--- config.mk ---
export PLATFORM = sky130hd
export DESIGN_NAME = table_access_ctrl
export DESIGN_NICKNAME = d
export VERILOG_FILES = /design/src/rtl/table_access_ctrl.sv
export SDC_FILE = /design/constraint.sdc
export NUM_CORES = 1
export LEC_CHECK = 0
export CORE_ASPECT_RATIO = 0.7
export CORE_UTILIZATION = 39
export DETAILED_ROUTE_END_ITERATION = 10
export MAX_ROUTING_LAYER = met4
export PLACE_DENSITY = 0.79
export SLEW_MARGIN = 5
export SYNTH_ARGS = -nofsm -noshare
export SYNTH_HDL_FRONTEND = slang
export SYNTH_SLANG_ARGS = --single-unit
--- constraint.sdc ---
create_clock -name clk -period 2.06 [get_ports clk]
set_clock_uncertainty 0.05 [all_clocks]
set_input_delay 0.618 -clock clk [delete_from_list [all_inputs] [get_ports clk]]
set_output_delay 0.618 -clock clk [all_outputs]
set_load 0.005 [all_outputs]
--- src/rtl/table_access_ctrl.sv ---
// table_access_ctrl: arbitrates a save channel and a lookup channel onto a
// single code table. Operands are latched at grant time, the table enable is
// held until the matching completion arrives, then the granted channel is
// acknowledged with a one-cycle pulse (err flags a failed operation).
//
// Optional feature: define TABLE_CTRL_TIMEOUT_EN to abort a SAVE/LOOK that
// waits TIMEOUT_CYCLES busy cycles without its completion (ack + err).
//
// Handshake: a requester raises sv_req/lk_req with stable operands and keeps
// it high until it sees its ack pulse. The ack is high only while the FSM is
// in DONE, so a request still high in that cycle is not re-granted. Lookup
// data on lk_char is valid from the ack cycle until the next lookup finishes.
module table_access_ctrl #(
  parameter int unsigned TIMEOUT_CYCLES = 64
) (
  input  logic        clk,
  input  logic        n_rst,
  // save channel
  input  logic        sv_req,
  input  logic [7:0]  sv_char,
  input  logic [11:0] sv_path,
  input  logic [3:0]  sv_len,
  output logic        sv_ack,
  // lookup channel
  input  logic        lk_req,
  input  logic [11:0] lk_loc,
  input  logic [3:0]  lk_len,
  output logic        lk_ack,
  output logic [7:0]  lk_char,
  output logic        err,
  // table side
  output logic [3:0]  length,
  output logic [7:0]  charIn,
  output logic [11:0] path,
  output logic        enableIn,
  output logic [3:0]  lengthOut,
  output logic [11:0] location,
  output logic        enableOut,
  input  logic        saveComp,
  input  logic        writeComp,
  input  logic [7:0]  charOut,
  // status / debug
  output logic        busy,
  output logic [1:0]  state_dbg
);

  typedef enum logic [1:0] {IDLE = 2'd0, SAVE = 2'd1, LOOK = 2'd2, DONE = 2'd3} state_t;

  state_t      state, state_nx;
  logic        op_lk, op_lk_nx;          // granted channel: 1 = lookup
  logic [7:0]  op_char, op_char_nx;
  logic [11:0] op_addr, op_addr_nx;      // path for saves, location for lookups
  logic [3:0]  op_len, op_len_nx;
  logic        fail, fail_nx;            // operation will finish with err
  logic        last_lk, last_lk_nx;      // last grant went to lookup
  logic        sv_ack_q, sv_ack_nx;
  logic        lk_ack_q, lk_ack_nx;
  logic        err_q, err_nx;
  logic        en_in_q, en_in_nx;
  logic        en_out_q, en_out_nx;
  logic [7:0]  lk_char_q, lk_char_nx;
  logic        grant_sv, grant_lk;

`ifdef TABLE_CTRL_TIMEOUT_EN
  localparam logic [7:0] TIMEOUT_LAST = 8'(TIMEOUT_CYCLES - 1);
  logic [7:0] wait_cnt, wait_cnt_nx;
`else
  logic [7:0] unused_timeout;
  assign unused_timeout = 8'(TIMEOUT_CYCLES);
`endif

  // Code lengths 1..12 address the table; anything else is rejected.
  function automatic logic len_ok(input logic [3:0] l);
    return (l != 4'd0) && (l <= 4'd12);
  endfunction

  // State and registered outputs; reset aborts any operation without an ack.
  always_ff @(posedge clk or negedge n_rst) begin
    if (!n_rst) begin
      state     <= IDLE;
      op_lk     <= 1'b0;
      op_char   <= 8'h00;
      op_addr   <= 12'h000;
      op_len    <= 4'h0;
      fail      <= 1'b0;
      last_lk   <= 1'b1;
      sv_ack_q  <= 1'b0;
      lk_ack_q  <= 1'b0;
      err_q     <= 1'b0;
      en_in_q   <= 1'b0;
      en_out_q  <= 1'b0;
      lk_char_q <= 8'h00;
`ifdef TABLE_CTRL_TIMEOUT_EN
      wait_cnt  <= 8'h00;
`endif
    end else begin
      state     <= state_nx;
      op_lk     <= op_lk_nx;
      op_char   <= op_char_nx;
      op_addr   <= op_addr_nx;
      op_len    <= op_len_nx;
      fail      <= fail_nx;
      last_lk   <= last_lk_nx;
      sv_ack_q  <= sv_ack_nx;
      lk_ack_q  <= lk_ack_nx;
      err_q     <= err_nx;
      en_in_q   <= en_in_nx;
      en_out_q  <= en_out_nx;
      lk_char_q <= lk_char_nx;
`ifdef TABLE_CTRL_TIMEOUT_EN
      wait_cnt  <= wait_cnt_nx;
`endif
    end
  end

  // Next-state, arbitration and next values of the registered outputs.
  always_comb begin
    state_nx   = state;
    op_lk_nx   = op_lk;
    op_char_nx = op_char;
    op_addr_nx = op_addr;
    op_len_nx  = op_len;
    fail_nx    = fail;
    last_lk_nx = last_lk;
    sv_ack_nx  = 1'b0;
    lk_ack_nx  = 1'b0;
    err_nx     = 1'b0;
    en_in_nx   = 1'b0;
    en_out_nx  = 1'b0;
    lk_char_nx = lk_char_q;
    grant_sv   = 1'b0;
    grant_lk   = 1'b0;
`ifdef TABLE_CTRL_TIMEOUT_EN
    wait_cnt_nx = wait_cnt;
`endif

    case (state)
      IDLE: begin
        // Round-robin: on contention the channel not served last wins.
        grant_sv = sv_req && (!lk_req || last_lk);
        grant_lk = lk_req && !grant_sv;
`ifdef TABLE_CTRL_TIMEOUT_EN
        wait_cnt_nx = 8'h00;
`endif
        if (grant_sv) begin
          op_lk_nx   = 1'b0;
          op_char_nx = sv_char;
          op_addr_nx = sv_path;
          op_len_nx  = sv_len;
          last_lk_nx = 1'b0;
          if (len_ok(sv_len)) begin
            state_nx = SAVE;
            fail_nx  = 1'b0;
            en_in_nx = 1'b1;
          end else begin
            state_nx = DONE;
            fail_nx  = 1'b1;
          end
        end else if (grant_lk) begin
          op_lk_nx   = 1'b1;
          op_char_nx = 8'h00;
          op_addr_nx = lk_loc;
          op_len_nx  = lk_len;
          last_lk_nx = 1'b1;
          if (len_ok(lk_len)) begin
            state_nx  = LOOK;
            fail_nx   = 1'b0;
            en_out_nx = 1'b1;
          end else begin
            state_nx   = DONE;
            fail_nx    = 1'b1;
            lk_char_nx = 8'h00;
          end
        end
      end

      SAVE: begin
        if (saveComp) begin
          state_nx = DONE;
        end
`ifdef TABLE_CTRL_TIMEOUT_EN
        else if (wait_cnt == TIMEOUT_LAST) begin
          state_nx = DONE;
          fail_nx  = 1'b1;
        end else begin
          en_in_nx    = 1'b1;
          wait_cnt_nx = wait_cnt + 8'd1;
        end
`else
        else begin
          en_in_nx = 1'b1;
        end
`endif
      end

      LOOK: begin
        if (writeComp) begin
          state_nx   = DONE;
          lk_char_nx = charOut;
        end
`ifdef TABLE_CTRL_TIMEOUT_EN
        else if (wait_cnt == TIMEOUT_LAST) begin
          state_nx   = DONE;
          fail_nx    = 1'b1;
          lk_char_nx = 8'h00;
        end else begin
          en_out_nx   = 1'b1;
          wait_cnt_nx = wait_cnt + 8'd1;
        end
`else
        else begin
          en_out_nx = 1'b1;
        end
`endif
      end

      DONE: begin
        // First DONE cycle arms the ack; the cycle the ack is visible
        // returns to IDLE, so a held request is never re-granted early.
        if (sv_ack_q || lk_ack_q) begin
          state_nx = IDLE;
        end else begin
          sv_ack_nx = !op_lk;
          lk_ack_nx = op_lk;
          err_nx    = fail;
        end
      end

      default: state_nx = IDLE;
    endcase
  end

  assign sv_ack    = sv_ack_q;
  assign lk_ack    = lk_ack_q;
  assign err       = err_q;
  assign lk_char   = lk_char_q;
  assign enableIn  = en_in_q;
  assign enableOut = en_out_q;
  assign length    = en_in_q  ? op_len  : 4'h0;
  assign charIn    = en_in_q  ? op_char : 8'h00;
  assign path      = en_in_q  ? op_addr : 12'h000;
  assign lengthOut = en_out_q ? op_len  : 4'h0;
  assign location  = en_out_q ? op_addr : 12'h000;
  assign busy      = (state != IDLE);
  assign state_dbg = state;

endmodule

==> results.yml, run 1 <==
clock_tree:
  clockBufferDepth: 2
  cts_sinks: 42
  clkTransAtPathRegs_ns: 0.08
  cts_tree: "yes"
  cts-root-buf: "clkbuf_8"
  htreeDepth: 2
  cts_made_buffers: 5
  insertion_delay_ns: 0.29
grt:
  grt_pass1_vias: 1955
  overflow: 0
  grt_max_degree: 43
  antenna_found_initial: 0
  grt_pass1_wl_mm: 9.47
  track_usage_pct: 22.8
yosys:
  synth_cells: 200
  synthArstFlopShare_pct: 100
  ys_seq_elements: 42
  yosys_warnings: 0
  synth-edff-count: 0
  synth_nets: 258
  yosys.cell_types.count: 33
  syn_area_sq_mm: 0.00210
  synth_ff_type: "dfrtp_1"
  avgSynthCellArea_sq_um: 10.5
  yosysSeqAreaShare_pct: 50.2
timing:
  setup_viol: 2
  hold_viol: 0
  slew_viol_final: 0
  fin_hold_ws_ns: 0.338
  rsz0062_at_grt: "yes"
  max_freq_ghz: 0.484
  period_needed_ns: 2.06
  post-route-worst-setup-slack_ns: -0.00441
  worst_pin_slew_ns: 0.529
  finalCritPeriodShare_pct: 100
  slew_headroom_pct: 64.7
setup_path:
  r2r_cells: 6
  crit_type: "primary input to register"
  cp_data_required_time_ns: 2.19
  r2r-start: "state_dbg[1]"
  crit_path_start_kind: "primary input"
  reg2reg_to: "state_dbg[1]"
  cp.arrival_ns: 2.20
  cp_max_fo: 8
  cp-end-kind: "register"
  r2r_setup_slack_ns: 0.39
routing:
  top_layer_used: "met4"
  wl_per_cell_microns: 14.8
  dr_wl_met2_mm: 2.80
  viasPerCell: 4.90
  drt_iter0_markers: 73
  wl_met1_mm: 2.65
  vias: 1988
  dr.pass1.iters: 4
  drt_wl_total_mm: 6.02
  postRouteAntennaNets: 0
  dr_wl_met3_microns: 557
  drc_errors: 0
cells_and_area:
  layout.nets: 394
  drive_gt1_share_pct: 16.3
  syn2layout_area_growth_pct: 72.1
  layout_common_cells: "clkdlybuf4s50_1 (63), and2_1 (42), dfrtp_1 (40), dlygate4sd2_1 (31), buf_4 (25)"
  layout_commonest_cell: "clkdlybuf4s50_1"
  diodes: 0
  final_cell_area_sq_mm: 0.00361
floorplanning:
  die_x_microns: 89.6
  pin_count: 110
  die_h_microns: 63.4
  row_count: 21
  dieArea_sq_mm: 0.00568
  start_util_pct: 42.2
  core_area_sq_mm: 0.00497
hold_path:
  hp-class: "primary input to asynchronous set/reset pin"
outcome:
  failed_checks: "negative setup slack"
  status: "complete, but fails checks"
power:
  ir_worst_vdd_mv: 0.515
  power.leakage_nw: 1.85
  pwr_density_cell_mw_per_mm2: 1180
job:
  max-cap-violations: 0
placed_design:
  dp_hpwl_mm: 4.44
  placed_cell_area_sq_mm: 0.00344
  gp_congestion: 0.910
  io_buffers: 109
-- layer usage --
layer	vias to the layer above	GRT usage, %
li1	963	-
met1	933	29.2
met2	90	37.3
met3	2	5.11
met4	0	4.17
met5	-	-
-- worst max-delay path, stage by stage --
cell	delay, ns
buf_6	0.09
or4_4	0.53
a221o_1	0.35
a211o_4	0.38
a22o_1	0.22
-- cell type report --
type,count,area [sq um]
clock buffers,6,82.6
clock inverters,2,60.1
fillers,381,1360
inverters,5,18.8
multi-input cells,143,993
flip-flops and latches,42,1050
well taps,69,86.3
repair buffers,139,1310
-- sequential cells by signal (all words and copies together), names as in the netlist --
register	cells
enableIn	1
enableOut	1
err	1
fail	1
last_lk	1
lk_ack	1
lk_char	8
op_addr	12
op_char	8
op_len	4
op_lk	1
state_dbg	2
sv_ack	1
-- cell usage after synthesis (2+ instances only) --
cell type,number,share of area (%)
mux2i_1,16,7.6
o21ai_0,16,3.8
nand2_1,18,3.2
and2_1,42,13
nor2_1,2,0.36
dfrtp_1,41,49
a21oi_1,3,0.72
o2bb2ai_1,2,0.84
a22o_1,16,6.7
inv_1,5,0.90
o211ai_1,3,1.1
clkbuf_1,9,1.6
ha_1,4,2.4
nor2b_1,3,0.90
and3_1,2,0.60
-- through the flow --
| stage | TNS [ns] | utilization [%] | std cells | power [mW] | setup WS, ns |
|---|---|---|---|---|---|
| 2_1_floorplan | -0.971 | - | 200 | 2.31 | -0.121 |
| 3_3_place_gp | -5.94 | 69.2 | 390 | 3.43 | -0.608 |
| 3_5_place_dp | -6.58 | 69.2 | 390 | 3.49 | -0.654 |
| 4_1_cts | -0.240 | 72.0 | 403 | 4.22 | -0.125 |
| 5_1_grt | -0.0542 | 72.7 | 406 | 4.57 | -0.0363 |
| 6_report | -0.00597 | 72.7 | 406 | 4.24 | -0.00441 |
-- cells by family after synthesis --
logic type	Yosys count	synth area share (%)
flops	42	50.2
buf+inv	15	2.74
fa+ha+maj	4	2.39
simple gates	75	20.5
mux	16	7.64
compound gates	48	16.6
-- timing repair --
item,4_1_cts,5_1_grt
cloned,1,1
endpoints found under the setup margin,50,15
resized for setup,59,15
hold buffers,0,0
pin swaps,5,4
buffers inserted,4,3
-- how the worst max path moves through the flow --
stage | startpoint | endpoint | cells past startpoint
after floorplan | lk_len[2] | lk_char[0] | 4
after global placement | lk_len[2] | lk_char[2] | 5
after detailed placement | lk_len[1] | lk_char[0] | 5
after CTS | enableIn | charIn[5] | 3
after global routing | enableIn | path[8] | 4
final | lk_len[3] | lk_char[0] | 5
-- power breakdown --
part	total, mW	switching [mW]	internal, mW
sequential	1.41	0.232	1.18
combinational	2.04	0.863	1.18
clock	0.793	0.276	0.517
total	4.24	1.37	2.87
No activity file was read; power rests on OpenSTA's default activity.
==> run 2, diff against run 1 <==
CORE_ASPECT_RATIO = not set   (was 0.7)
==> results.yml, run 2 (synthesized netlist as in run 1, its figures left out) <==
routing:
  wl_per_cell_microns: 14.0
  postRouteAntennaNets: 0
  drc_errors: 0
  viasPerCell: 4.78
  vias: 1925
  drt_wl_total_mm: 5.65
  drt_iter0_markers: 68
  dr.pass1.iters: 4
grt:
  antenna_found_initial: 0
  grt_pass1_vias: 1760
  overflow: 0
  grt_pass1_wl_mm: 8.19
  grt_max_degree: 26
  track_usage_pct: 20.4
timing:
  slew_viol_final: 0
  worst_pin_slew_ns: 0.436
  hold_viol: 0
  rsz0062_at_grt: "yes"
  finalCritPeriodShare_pct: 99.1
  setup_viol: 0
  max_freq_ghz: 0.490
  slew_headroom_pct: 71.0
  period_needed_ns: 2.04
  fin_setup_tns_ns: 0
floorplanning:
  die_x_microns: 75.3
  pin_count: 110
  start_util_pct: 40.8
  core_area_sq_mm: 0.00514
  row_count: 26
  die_h_microns: 75.3
  dieArea_sq_mm: 0.00567
power:
  power.leakage_nw: 1.75
  p_switching_mw: 1.32
  pwr_density_cell_mw_per_mm2: 1100
  ir_worst_vdd_mv: 0.649
  internal_power_mw: 2.55
  pwr-share-seq_pct: 36.0
  switching_share_pct: 34.2
  p_clk_share_pct: 12.9
  power_frac_comb_pct: 51.1
setup_path:
  r2r_cells: 6
  crit_path_start_kind: "primary input"
  cp_data_required_time_ns: 2.20
  max_stage_delay_ns: 0.53
  cp.arrival_ns: 2.18
  cp_max_fo: 8
  cp_cell_sequence: "buf_6 > or4_4 > a221o_1 > a211o_4 > a22o_1"
  cp-end-kind: "register"
  cpMaxStageDelayCell: "or4_4"
  crit_type: "primary input to register"
cells_and_area:
  top_register: "op_addr"
  largest_reg_flops: 12
  syn2layout_area_growth_pct: 68.1
  drive_gt1_share_pct: 14.1
  postLayoutCoreUtil_pct: 68.6
  diodes: 0
  fin_cells: 403
  layout.nets: 391
  layout_common_cells: "clkdlybuf4s50_1 (63), and2_1 (42), dfrtp_1 (40), buf_4 (22), dlygate4sd2_1 (21)"
  layout_commonest_cell: "clkdlybuf4s50_1"
placed_design:
  gp_congestion: 0.826
  dp.cells: 392
  dp_hpwl_mm: 4.28
  io_buffers: 109
clock_tree:
  htreeDepth: 2
  clockBufferDepth: 2
  insertion_delay_ns: 0.29
  cts_tree: "yes"
  cts_sinks: 42
  cts_made_buffers: 5
  clkTransAtPathRegs_ns: 0.08
  cts-root-buf: "clkbuf_8"
hold_path:
  hp-class: "primary input to asynchronous set/reset pin"
outcome:
  status: "finished, final reports clean"
job:
  max-cap-violations: 0
==> run 2: cell count changes in the layout (fill, tap and decap cells not counted), sizes merged <==
| cell | change |
|---|---|
| buf | -2 |
| bufinv | -2 |
| clkbuf | -1 |
| clkdlybuf4s15 | +12 |
| dlygate4sd2 | -10 |
| dlymetal6s2s | -1 |
==> run 2: worst paths after layout <==
check / from / slack (ns) / end
max in group asynchronous: n_rst / 1.21 / op_char[6]
hold / removal: n_rst / 0.21 / lk_char[4]
hold reg to reg: op_addr[1] / 0.44 / op_addr[1]
setup reg to reg: state_dbg[1] / 0.41 / state_dbg[1]
setup / recovery: lk_len[2] / 0.02 / lk_char[7]
min in group clk: op_addr[1] / 0.44 / op_addr[1]
==> run 2: metal layers <==
layer / vias up / GRT usage, % / routed length, microns
met4: 0 / 5.97 / 62
met2: 87 / 32.4 / 2600
met3: 5 / 5.69 / 501
met5: - / - / 0
met1: 877 / 25.5 / 2480
li1: 956 / - / -
==> run 2: worst max-delay path, delay by kind of cell <==
family / cells / cell delay, ns
buffers and inverters: 1 / 0.09
AO/OA/AOI/OAI: 3 / 0.93
AND/OR/NAND/NOR: 1 / 0.53
==> run 2: cell type report <==
type	instances	area [sq um]
Fill cell	430	1620
Multi-Input combinational cell	143	991
Sequential cell	42	1050
Inverter	5	18.8
Timing Repair Buffer	136	1300
Clock buffer	7	76.3
Tap cell	70	87.6
==> run 2: stage by stage <==
step	power, mW	setup slack (ns)	hold slack, ns	cell area, sq um
2_1_floorplan	2.31	-0.121	0.272	2100
6_report	3.87	0.0183	0.207	3520
5_1_grt	4.18	-0.00574	0.244	3520
4_1_cts	3.81	-0.106	0.207	3450
3_3_place_gp	3.36	-0.607	0.420	3430
3_5_place_dp	3.44	-0.652	0.433	3430
==> run 2: what timing repair did <==
action,CTS,global route
endpoints found under the setup margin,50,10
hold buffers,0,0
cloned,0,1
gates resized for setup,56,26
hold endpoints to repair,0,0
setup buffers,0,3
pin swaps,5,5
==> run 2: power by group through the flow <==
stage	Clock (mW)	Combinational (mW)	Sequential (mW)
2_1_floorplan	0	0.936	1.37
3_3_place_gp	0	1.99	1.38
3_5_place_dp	0	2.04	1.40
4_1_cts	0.516	1.90	1.39
5_1_grt	0.548	2.19	1.44
6_report	0.498	1.98	1.39
